File: src/rtl/byte_stream_op_bridge.sv
// Byte-serial front end for a compute core: gathers NUM_OPS operands of
// WORD_W bits from an 8-bit stream, hands them to the core over valid/ready,
// captures the RES_W-bit result and streams it back out one byte at a time.
module byte_stream_op_bridge #(
    parameter int WORD_W    = 32,
    parameter int NUM_OPS   = 2,
    parameter int RES_W     = 32,
    parameter bit MSB_FIRST = 1'b0
) (
    input  logic                      clk,
    input  logic                      rst,
    input  logic                      abort,
    input  logic [7:0]                in_byte,
    input  logic                      in_valid,
    output logic                      in_ready,
    output logic [NUM_OPS*WORD_W-1:0] ops_data,
    output logic                      ops_valid,
    input  logic                      ops_ready,
    input  logic [RES_W-1:0]          res_data,
    input  logic                      res_valid,
    output logic                      res_ready,
    output logic [7:0]                out_byte,
    output logic                      out_valid,
    input  logic                      out_ready,
    output logic                      busy,
    output logic [15:0]               frame_cnt
);

    localparam int OPS_W     = NUM_OPS * WORD_W;
    localparam int IN_BYTES  = OPS_W / 8;
    localparam int OUT_BYTES = RES_W / 8;
    localparam int MAX_BYTES = (IN_BYTES > OUT_BYTES) ? IN_BYTES : OUT_BYTES;
    localparam int IDX_W     = (MAX_BYTES > 1) ? $clog2(MAX_BYTES) : 1;

    localparam logic [IDX_W-1:0] LAST_IN  = IDX_W'(IN_BYTES - 1);
    localparam logic [IDX_W-1:0] LAST_OUT = IDX_W'(OUT_BYTES - 1);

    typedef enum logic [1:0] {
        LOAD     = 2'd0,
        ISSUE    = 2'd1,
        WAIT_RES = 2'd2,
        DRAIN    = 2'd3
    } state_t;

    state_t            state_q, state_d;
    logic [IDX_W-1:0]  idx_q, idx_d;
    logic [OPS_W-1:0]  ops_q, ops_d;
    logic [RES_W-1:0]  res_q, res_d;
    logic [15:0]       cnt_q, cnt_d;
    logic [7:0]        out_sel;
    logic              live;

    // State and datapath registers; reset wins over everything else.
    always_ff @(posedge clk) begin
        if (rst) begin
            state_q <= LOAD;
            idx_q   <= '0;
            ops_q   <= '0;
            res_q   <= '0;
            cnt_q   <= '0;
        end else begin
            state_q <= state_d;
            idx_q   <= idx_d;
            ops_q   <= ops_d;
            res_q   <= res_d;
            cnt_q   <= cnt_d;
        end
    end

    // Next-state logic; abort discards whatever handshake is offered this cycle.
    always_comb begin
        state_d = state_q;
        idx_d   = idx_q;
        ops_d   = ops_q;
        res_d   = res_q;
        cnt_d   = cnt_q;
        if (abort) begin
            state_d = LOAD;
            idx_d   = '0;
            ops_d   = '0;
        end else begin
            case (state_q)
                LOAD: begin
                    if (in_valid) begin
                        // Byte k lands at position k, or mirrored for MS-first streams.
                        for (int b = 0; b < IN_BYTES; b++) begin
                            if (idx_q == IDX_W'(MSB_FIRST ? (IN_BYTES - 1 - b) : b))
                                ops_d[8*b +: 8] = in_byte;
                        end
                        if (idx_q == LAST_IN) begin
                            state_d = ISSUE;
                            idx_d   = '0;
                        end else begin
                            idx_d = idx_q + 1'b1;
                        end
                    end
                end
                ISSUE: begin
                    if (ops_ready) state_d = WAIT_RES;
                end
                WAIT_RES: begin
                    if (res_valid) begin
                        res_d   = res_data;
                        state_d = DRAIN;
                    end
                end
                DRAIN: begin
                    if (out_ready) begin
                        if (idx_q == LAST_OUT) begin
                            state_d = LOAD;
                            idx_d   = '0;
                            cnt_d   = cnt_q + 16'd1;
                        end else begin
                            idx_d = idx_q + 1'b1;
                        end
                    end
                end
                default: state_d = LOAD;
            endcase
        end
    end

    // Pick the result byte addressed by the index in the configured byte order.
    always_comb begin
        out_sel = 8'h00;
        for (int j = 0; j < OUT_BYTES; j++) begin
            if (idx_q == IDX_W'(j))
                out_sel = res_q[8*(MSB_FIRST ? (OUT_BYTES - 1 - j) : j) +: 8];
        end
    end

    // Handshake outputs are state decodes, silenced during reset and abort;
    // data outputs read as zero while reset is held.
    always_comb begin
        live      = !rst && !abort;
        in_ready  = live && (state_q == LOAD);
        ops_valid = live && (state_q == ISSUE);
        res_ready = live && (state_q == WAIT_RES);
        out_valid = live && (state_q == DRAIN);
        ops_data  = rst ? '0 : ops_q;
        out_byte  = rst ? 8'h00 : out_sel;
        frame_cnt = rst ? 16'h0000 : cnt_q;
        busy      = !rst && ((state_q != LOAD) || (idx_q != '0));
    end

endmodule
File: config.mk
export PLATFORM = sky130hd
export DESIGN_NAME = byte_stream_op_bridge
export DESIGN_NICKNAME = d
export VERILOG_FILES = /design/src/rtl/byte_stream_op_bridge.sv
export SDC_FILE = /design/constraint.sdc
export NUM_CORES = 1
export LEC_CHECK = 0
export BUFFER_PORTS_ARGS = -buffer_cell sky130_fd_sc_hd__buf_2
export CAP_MARGIN = 15
export CELL_PAD_IN_SITES_DETAIL_PLACEMENT = 1
export CELL_PAD_IN_SITES_GLOBAL_PLACEMENT = 1
export CORE_UTILIZATION = 38
export CTS_CLUSTER_SIZE = 28
export DETAILED_ROUTE_END_ITERATION = 16
export HOLD_SLACK_MARGIN = 0.02
export PLACE_DENSITY = 0.77
export SYNTH_ARGS = -nofsm -noshare
export SYNTH_HDL_FRONTEND = slang
export SYNTH_SLANG_ARGS = --single-unit
File: constraint.sdc
create_clock -name clk -period 2.09 [get_ports clk]
set_input_delay 0.418 -clock clk [delete_from_list [all_inputs] [get_ports clk]]
set_output_delay 0.418 -clock clk [all_outputs]
set_load 0.01 [all_outputs]
==> results of run 1 <==
## synthesized netlist by cell type (8+ instances only)
master / n / share of area
nand2_1: 198 / 0.14
dfxtp_1: 117 / 0.43
a21oi_1: 84 / 0.078
nor2b_1: 83 / 0.096
clkbuf_1: 43 / 0.030
nor2_1: 40 / 0.028
mux2i_1: 28 / 0.052
and2_1: 13 / 0.015
ha_1: 12 / 0.028
o21ai_0: 9 / 0.0083
o22ai_1: 8 / 0.0092
## per-stage QoR
stage | worst slack (ns) | std cells
after floorplan | 0.153 | 698
after global placement | 0.0780 | 982
after detailed placement | -0.0753 | 982
after CTS | -0.160 | 1018
after global routing | -0.244 | 1019
final | -0.178 | 1019
## sequential cells by signal, indices dropped and copies added, names as in the netlist
register	flops
ops_q	64
state_q	2
res_q	32
cnt_q	16
idx_q	3
## final cells by class
type | count | area (µm²)
fillers | 1703 | 6660
multi-input cells | 522 | 3050
flip-flops and latches | 117 | 2350
repair buffers | 163 | 987
clock buffers | 26 | 499
well taps | 180 | 225
clock inverters | 4 | 70.1
inverters | 7 | 33.8
## logic make-up (layout without fill, tap and decap cells)
group / count (synthesis) / count (layout)
adder cells (fa/ha/maj): 12 / 12
flip-flops: 117 / 117
buffers and inverters: 59 / 200
AND/OR/NAND/NOR: 361 / 361
multiplexers: 33 / 33
AO/OA/AOI/OAI: 107 / 107
XOR/XNOR: 9 / 9
## layer usage
metal,vias to the layer above,wire length [µm],global-route usage
li1,2514,-,-
met1,2429,6820,0.273
met2,131,8590,0.422
met3,34,894,0.0451
met4,0,451,0.113
met5,-,0,0
## power groups by stage
stage	Sequential (W)	Combinational (W)	Clock (W)
after floorplan	0.00229	0.000136	0
after global placement	0.00229	0.000243	0
after detailed placement	0.00229	0.000251	0
after CTS	0.00225	0.000286	0.00288
after global routing	0.00225	0.000311	0.00298
final	0.00225	0.000287	0.00283
## path summary, 6_finish.rpt
check,end
worst min register to register,ops_q[51]
worst min-delay path,res_q[12]
worst max register to register,state_q[1]
worst max-delay path,out_byte[1]
## tightest hold or removal path, delay by kind of cell
| family | cells | cell delay [ns] |
|---|---|---|
| buffers and inverters | 1 | 0.10 |
| and+or+nand+nor | 1 | 0.04 |
| AOI/OAI and AO/OA | 1 | 0.05 |
## placed cells by master (no fill, tap or decap), types with 4 or more instances in the layout
master | netlist | final
dfxtp_1 | 117 | 115
buf_4 | 1 | 15
nor2_1 | 40 | 40
ha_4 | 0 | 5
nor2b_1 | 83 | 83
clkbuf_1 | 43 | 5
nand2_1 | 198 | 190
nand4_1 | 4 | 4
clkbuf_16 | 0 | 17
nand2_2 | 0 | 4
clkbuf_8 | 0 | 4
xnor2_1 | 5 | 5
a21oi_1 | 84 | 84
mux2i_1 | 28 | 24
xor2_1 | 4 | 4
buf_12 | 0 | 4
buf_2 | 3 | 138
o22ai_1 | 8 | 5
inv_1 | 7 | 5
o21ai_4 | 0 | 4
nand3_1 | 7 | 7
and2_1 | 13 | 13
ha_1 | 12 | 7
## what timing repair did
action | in CTS | in global routing
pin swaps | 15 | 3
gates resized for setup | 66 | 4
setup buffers | 4 | 0
gates cloned | 2 | 0
endpoints found under the setup margin | 10 | 9
==> out/results.txt, run 1 <==
Flop pwr share - 0.419
Mux share of post-synthesis cell area - 0.0628
Yosys warns - 0
Crit path launch - idx_q[1]
Fin util - 0.520
Fraction of layout cells with a size suffix above 1 - 0.273
Slew @ Worst Pin - 0.580 ns
CTS H-tree depth - 4
Worst setup EP type - output pin
Net Sw Frac - 0.216
Critical path type - reg -> out
Vias in the first global route - 5,333
CTS Hold Bufs - 0
Synth Area in Adders - 0.0277
Max Clk Rate - 441 MHz
Switching power - 0.00116 W
Worst skew pair latency - 0.41 ns
Die ar. - 0.0147 mm²
CP top delay family - buffers and inverters
Sequential fraction of the synthesis area - 0.432
Layout Nets - 887
Crit-path cells - buf_6 > inv_6 > ha_4 > buf_12 > nand2_4 > o21ai_2 > mux2i_1 > o22ai_2 > buf_2
Clk pwr share - 0.528
Final worst path period share - 1.09
CTS Buf Count - 17
Largest family of logic cells by synthesized area - simple AND/OR/NAND/NOR gates
Post-synthesis compound-gate area fraction - 0.105
Comb pwr share - 0.054
DR iter-0 viols - 318
CTS tree - built
Class of the worst hold path - in -> reg
Post-detailed-route DRC marker count - 0
WHS - 0.245 ns
Worst Path Arrival - 1.85 ns
First-pass GRT wire length - 26.8 mm
MaxCap Viol Count - 0
Clk slew on worst S/H paths - 0.05 ns
Vias - 5,108
Tmin final - 2.27 ns
Clock Path Buffers - 2
Grt ovf - 0
VDD IR max - 0.565 mV
Leak Pwr - 3.11 nW
Overall Power - 0.00537 W
Clock root buffer - clkbuf_16
WP depth - 9
RSZ-0062 raised after global routing - true
CTS sink count - 117
Post-Synth XOR/XNOR Area - 0.0145
DP Wirelength - 11.4 mm
Crit path max-delay cell type - dfxtp_4
#FFs+latches synth - 117
Worst hold path startpoint - res_data[12]
Syn_area_per_cell - 7.76 µm²
Status - finished with violations
Worst R2R Setup Slack - 0.18 ns
Crit-path max cell delay - 0.37 ns
Area growth syn-to-layout - 33.2%
# IOs - 140
Largest net degree at the start of global routing - 69
Mapped Cells - 698
Crit start category - flip-flop
First drt pass iteration count - 4
Power Dens Cells - 744 mW/mm²
Port bufs - 139
Internal power - 0.00421 W
Final Hold Fails - 0
Routed WL - 16.8 mm
Core Box Area - 0.0139 mm²
Final setup violation count - 9
Starting Density - 0.390
Ys flop type - dfxtp_1
Die Ht - 121 µm
Total GRT Usage - 0.238
Routed len/inst - 16.4 µm
Worst r2r path cells - 8
Hold path cells - 3
Crit path buf inv count - 4
Simple-gate share of the synthesized area - 0.314
Worst rel slew slack - 0.613
Final setup TNS - -1.28 ns
Placement Cell Area - 0.00628 mm²
Post-Syn Area - 0.00542 mm²
Post-Syn Nets - 757
Slew Limit Fails - 0
Worst EP required - 1.67 ns
Row count - 43
Clk_skew - 0.00611 ns
Antenna Nets Post-Route - 0
Distinct cell type count after synthesis - 38
Die X - 121 µm
Final worst setup slack - -0.178 ns
EDFF count, synth - 0
ANT cells - 0
Finished Cell Area - 0.00722 mm²
Reg-to-reg startpoint - idx_q[1]
Synth async-reset ratio - 0
Violated checks - setup timing
Crit path max fanout - 8
Final GP Congestion - 0.811
Initial antenna violation count - 0
Vias per inst - 5.01
Power figures use the tool's default switching activity.
==> inputs of run 2 (changes only) <==
==> constraint.sdc (replaced) <==
create_clock -name clk -period 2.3 [get_ports clk]
set_input_delay 0.46 -clock clk [delete_from_list [all_inputs] [get_ports clk]]
set_output_delay 0.46 -clock clk [all_outputs]
set_load 0.01 [all_outputs]
==> run 2 against run 1 <==
Effect of this change:
- the run now ends clean
- clock power down 11%
- hold slack improved by 0.041 ns
- clock skew up 0.0011 ns
- die area unchanged
- largest cell class unchanged
- highest routed layer unchanged
==> out/results.txt, run 2 (same netlist as run 1, synthesis figures left out) <==
Status - finished, final reports clean
Die X - 121 µm (unchanged)
Power Dens Cells - 691 mW/mm² (-7.1%)
Crit path max-delay cell type - or3_4
Most frequent cell on the critical path - ha_4
Crit path max fanout - 8 (unchanged)
Clk_skew - 0.00719 ns (+0.00107 ns)
Grt ovf - 0 (unchanged)
Capturing point of the worst reg2reg path - cnt_q[15]
MaxCap Viol Count - 0 (unchanged)
Total GRT Usage - 0.224 (-0.0139)
Final setup TNS - 0 ns (+1.28 ns)
Worst r2r path cells - 7 (-1)
CTS tree - built
CP top delay family - simple AND/OR/NAND/NOR gates
Clk slew on worst S/H paths - 0.05 ns (about the same)
Hold Crit Endpoint - res_q[5]
Overall Power - 0.00480 W (-11%)
Leak Pwr - 2.97 nW (-4.4%)
Worst EP required - 1.84 ns (+0.17 ns)
Vias in the first global route - 5,097 (-4.4%)
Largest Register - ops_q
Hold path cells - 3 (unchanged)
Clock Path Buffers - 2 (unchanged)
RSZ-0062 raised after global routing - true
Worst R2R Setup Slack - 0.37 ns (+0.19 ns)
Final worst path period share - 0.994
CTS H-tree depth - 4 (unchanged)
DP Wirelength - 11.1 mm (-2.4%)
Most frequent cells in the layout - nand2_1 (198), buf_2 (138), dfxtp_1 (115)
Post-detailed-route DRC marker count - 0 (unchanged)
Routed WL - 16.0 mm (-4.6%)
Vias per inst - 4.99 (-0.45%)
Vias - 5,060 (-0.94%)
Worst skew pair latency - 0.41 ns (about the same)
Layout Nets - 880 (-0.79%)
Finished Layout Cells - 1,014 (-0.49%)
Fraction of layout cells with a size suffix above 1 - 0.248 (-0.0244)
Worst rel slew slack - 0.527 (-0.0863)
Final setup violation count - 0 (-9)
Slew Limit Fails - 0 (unchanged)
Area growth syn-to-layout - 28.1%
Final Hold Fails - 0 (unchanged)
Most common cell after layout, fill and taps aside - nand2_1
Worst Path Arrival - 1.83 ns (-0.02 ns)
Worst hold path startpoint - res_data[5]
Reg-to-reg startpoint - idx_q[1]
Class of the worst hold path - in -> reg
Core Box Area - 0.0139 mm² (unchanged)
Biggest regs - ops_q: 64 flops, res_q: 32 flops, cnt_q: 16 flops
First-pass GRT wire length - 25.5 mm (-5.0%)
Die ar. - 0.0147 mm² (unchanged)
Crit start category - flip-flop
Crit-path max cell delay - 0.43 ns (+0.06 ns)
Placed insts - 978 (-0.41%)
DR iter-0 viols - 238 (-25%)
Largest register FFs - 64 (unchanged)
First drt pass iteration count - 4 (unchanged)
Crit-path cells - ha_4 > ha_4 > or3_4 > o22ai_1 > buf_2
Worst setup EP type - output pin
CTS Buf Count - 17 (unchanged)
CTS sink count - 117 (unchanged)
Clock root buffer - clkbuf_16
Largest net degree at the start of global routing - 70 (+1.4%)
Max Clk Rate - 437 MHz
Crit path buf inv count - 1 (-3)
CTS Hold Bufs - 0 (unchanged)
Slew @ Worst Pin - 0.710 ns (+0.129 ns)
Port bufs - 139 (unchanged)
VDD IR max - 0.538 mV (-4.7%)
Antenna Nets Post-Route - 0 (unchanged)
# IOs - 140 (unchanged)
Critical path type - reg -> out
Starting Density - 0.390 (unchanged)
WHS - 0.287 ns (+0.0414 ns)
Tmin final - 2.29 ns
Finished Cell Area - 0.00694 mm² (-3.8%)
Initial antenna violation count - 1 (+1)
Routed len/inst - 15.8 µm (-4.2%)
Row count - 43 (unchanged)
Placement Cell Area - 0.00623 mm² (-0.88%)
Die Ht - 121 µm (unchanged)
Final GP Congestion - 0.777 (-4.1%)
## run 2: changes by cell type in the layout (fill, tap and decap cells not counted), sizes merged
cell / change
clkbuf: +2
diode: +1
buf: -7
bufinv: -1
## run 2: report_power, final
part	switching (W)	internal, W	total [W]
clock network	0.000876	0.00165	0.00252
registers	0.00000699	0.00204	0.00204
logic	0.000154	0.0000746	0.000228
## run 2: worst register-to-register path: stages (launching register included)
cell	delay, ns
dfxtp_4	0.39
ha_4	0.16
ha_4	0.13
buf_4	0.14
nand4b_4	0.16
nor4_4	0.37
nand3_1	0.17
mux2_4	0.32
## run 2: how the worst max path moves through the flow
stage                        start           to  slack, ns  depth (start not counted)
after global routing      idx_q[0]  out_byte[3]      -0.05                          6
after detailed placement  idx_q[0]  out_byte[5]       0.11                          5
after global placement    idx_q[0]  out_byte[5]       0.20                          5
final                     idx_q[1]  out_byte[4]       0.01                          5
after CTS                 idx_q[0]  out_byte[0]      -0.03                          5
after floorplan           idx_q[0]  out_byte[0]       0.32                          5
## run 2: cell type report
class                           instances  area, µm²
Antenna cell                            1       2.50
Clock buffer                           28        527
Clock inverter                          3       40.0
Fill cell                            1720       6940
Inverter                                7       26.3
Multi-Input combinational cell        522       2940
Sequential cell                       117       2350
Tap cell                              180        225
Timing Repair Buffer                  156        826
## run 2: per-stage QoR
step / utilization / setup WS [ns]
floorplan: - / 0.321
global placement: 0.449 / 0.202
detailed placement: 0.449 / 0.110
CTS: 0.499 / -0.0259
global route: 0.500 / -0.0460
finish: 0.500 / 0.0127
## run 2: metal layers
layer / track usage / wire [µm]
met4: 0.0949 / 304
met3: 0.0320 / 450
met1: 0.274 / 7100
met2: 0.388 / 8120
met5: 0 / 0
## run 2: timing repair
item / in CTS / in global routing
pin swaps: 3 / 1
setup endpoints to repair: 8 / 8
setup buffers: 3 / 1
endpoints found under the hold margin: 0 / 0
gates resized for setup: 21 / 4
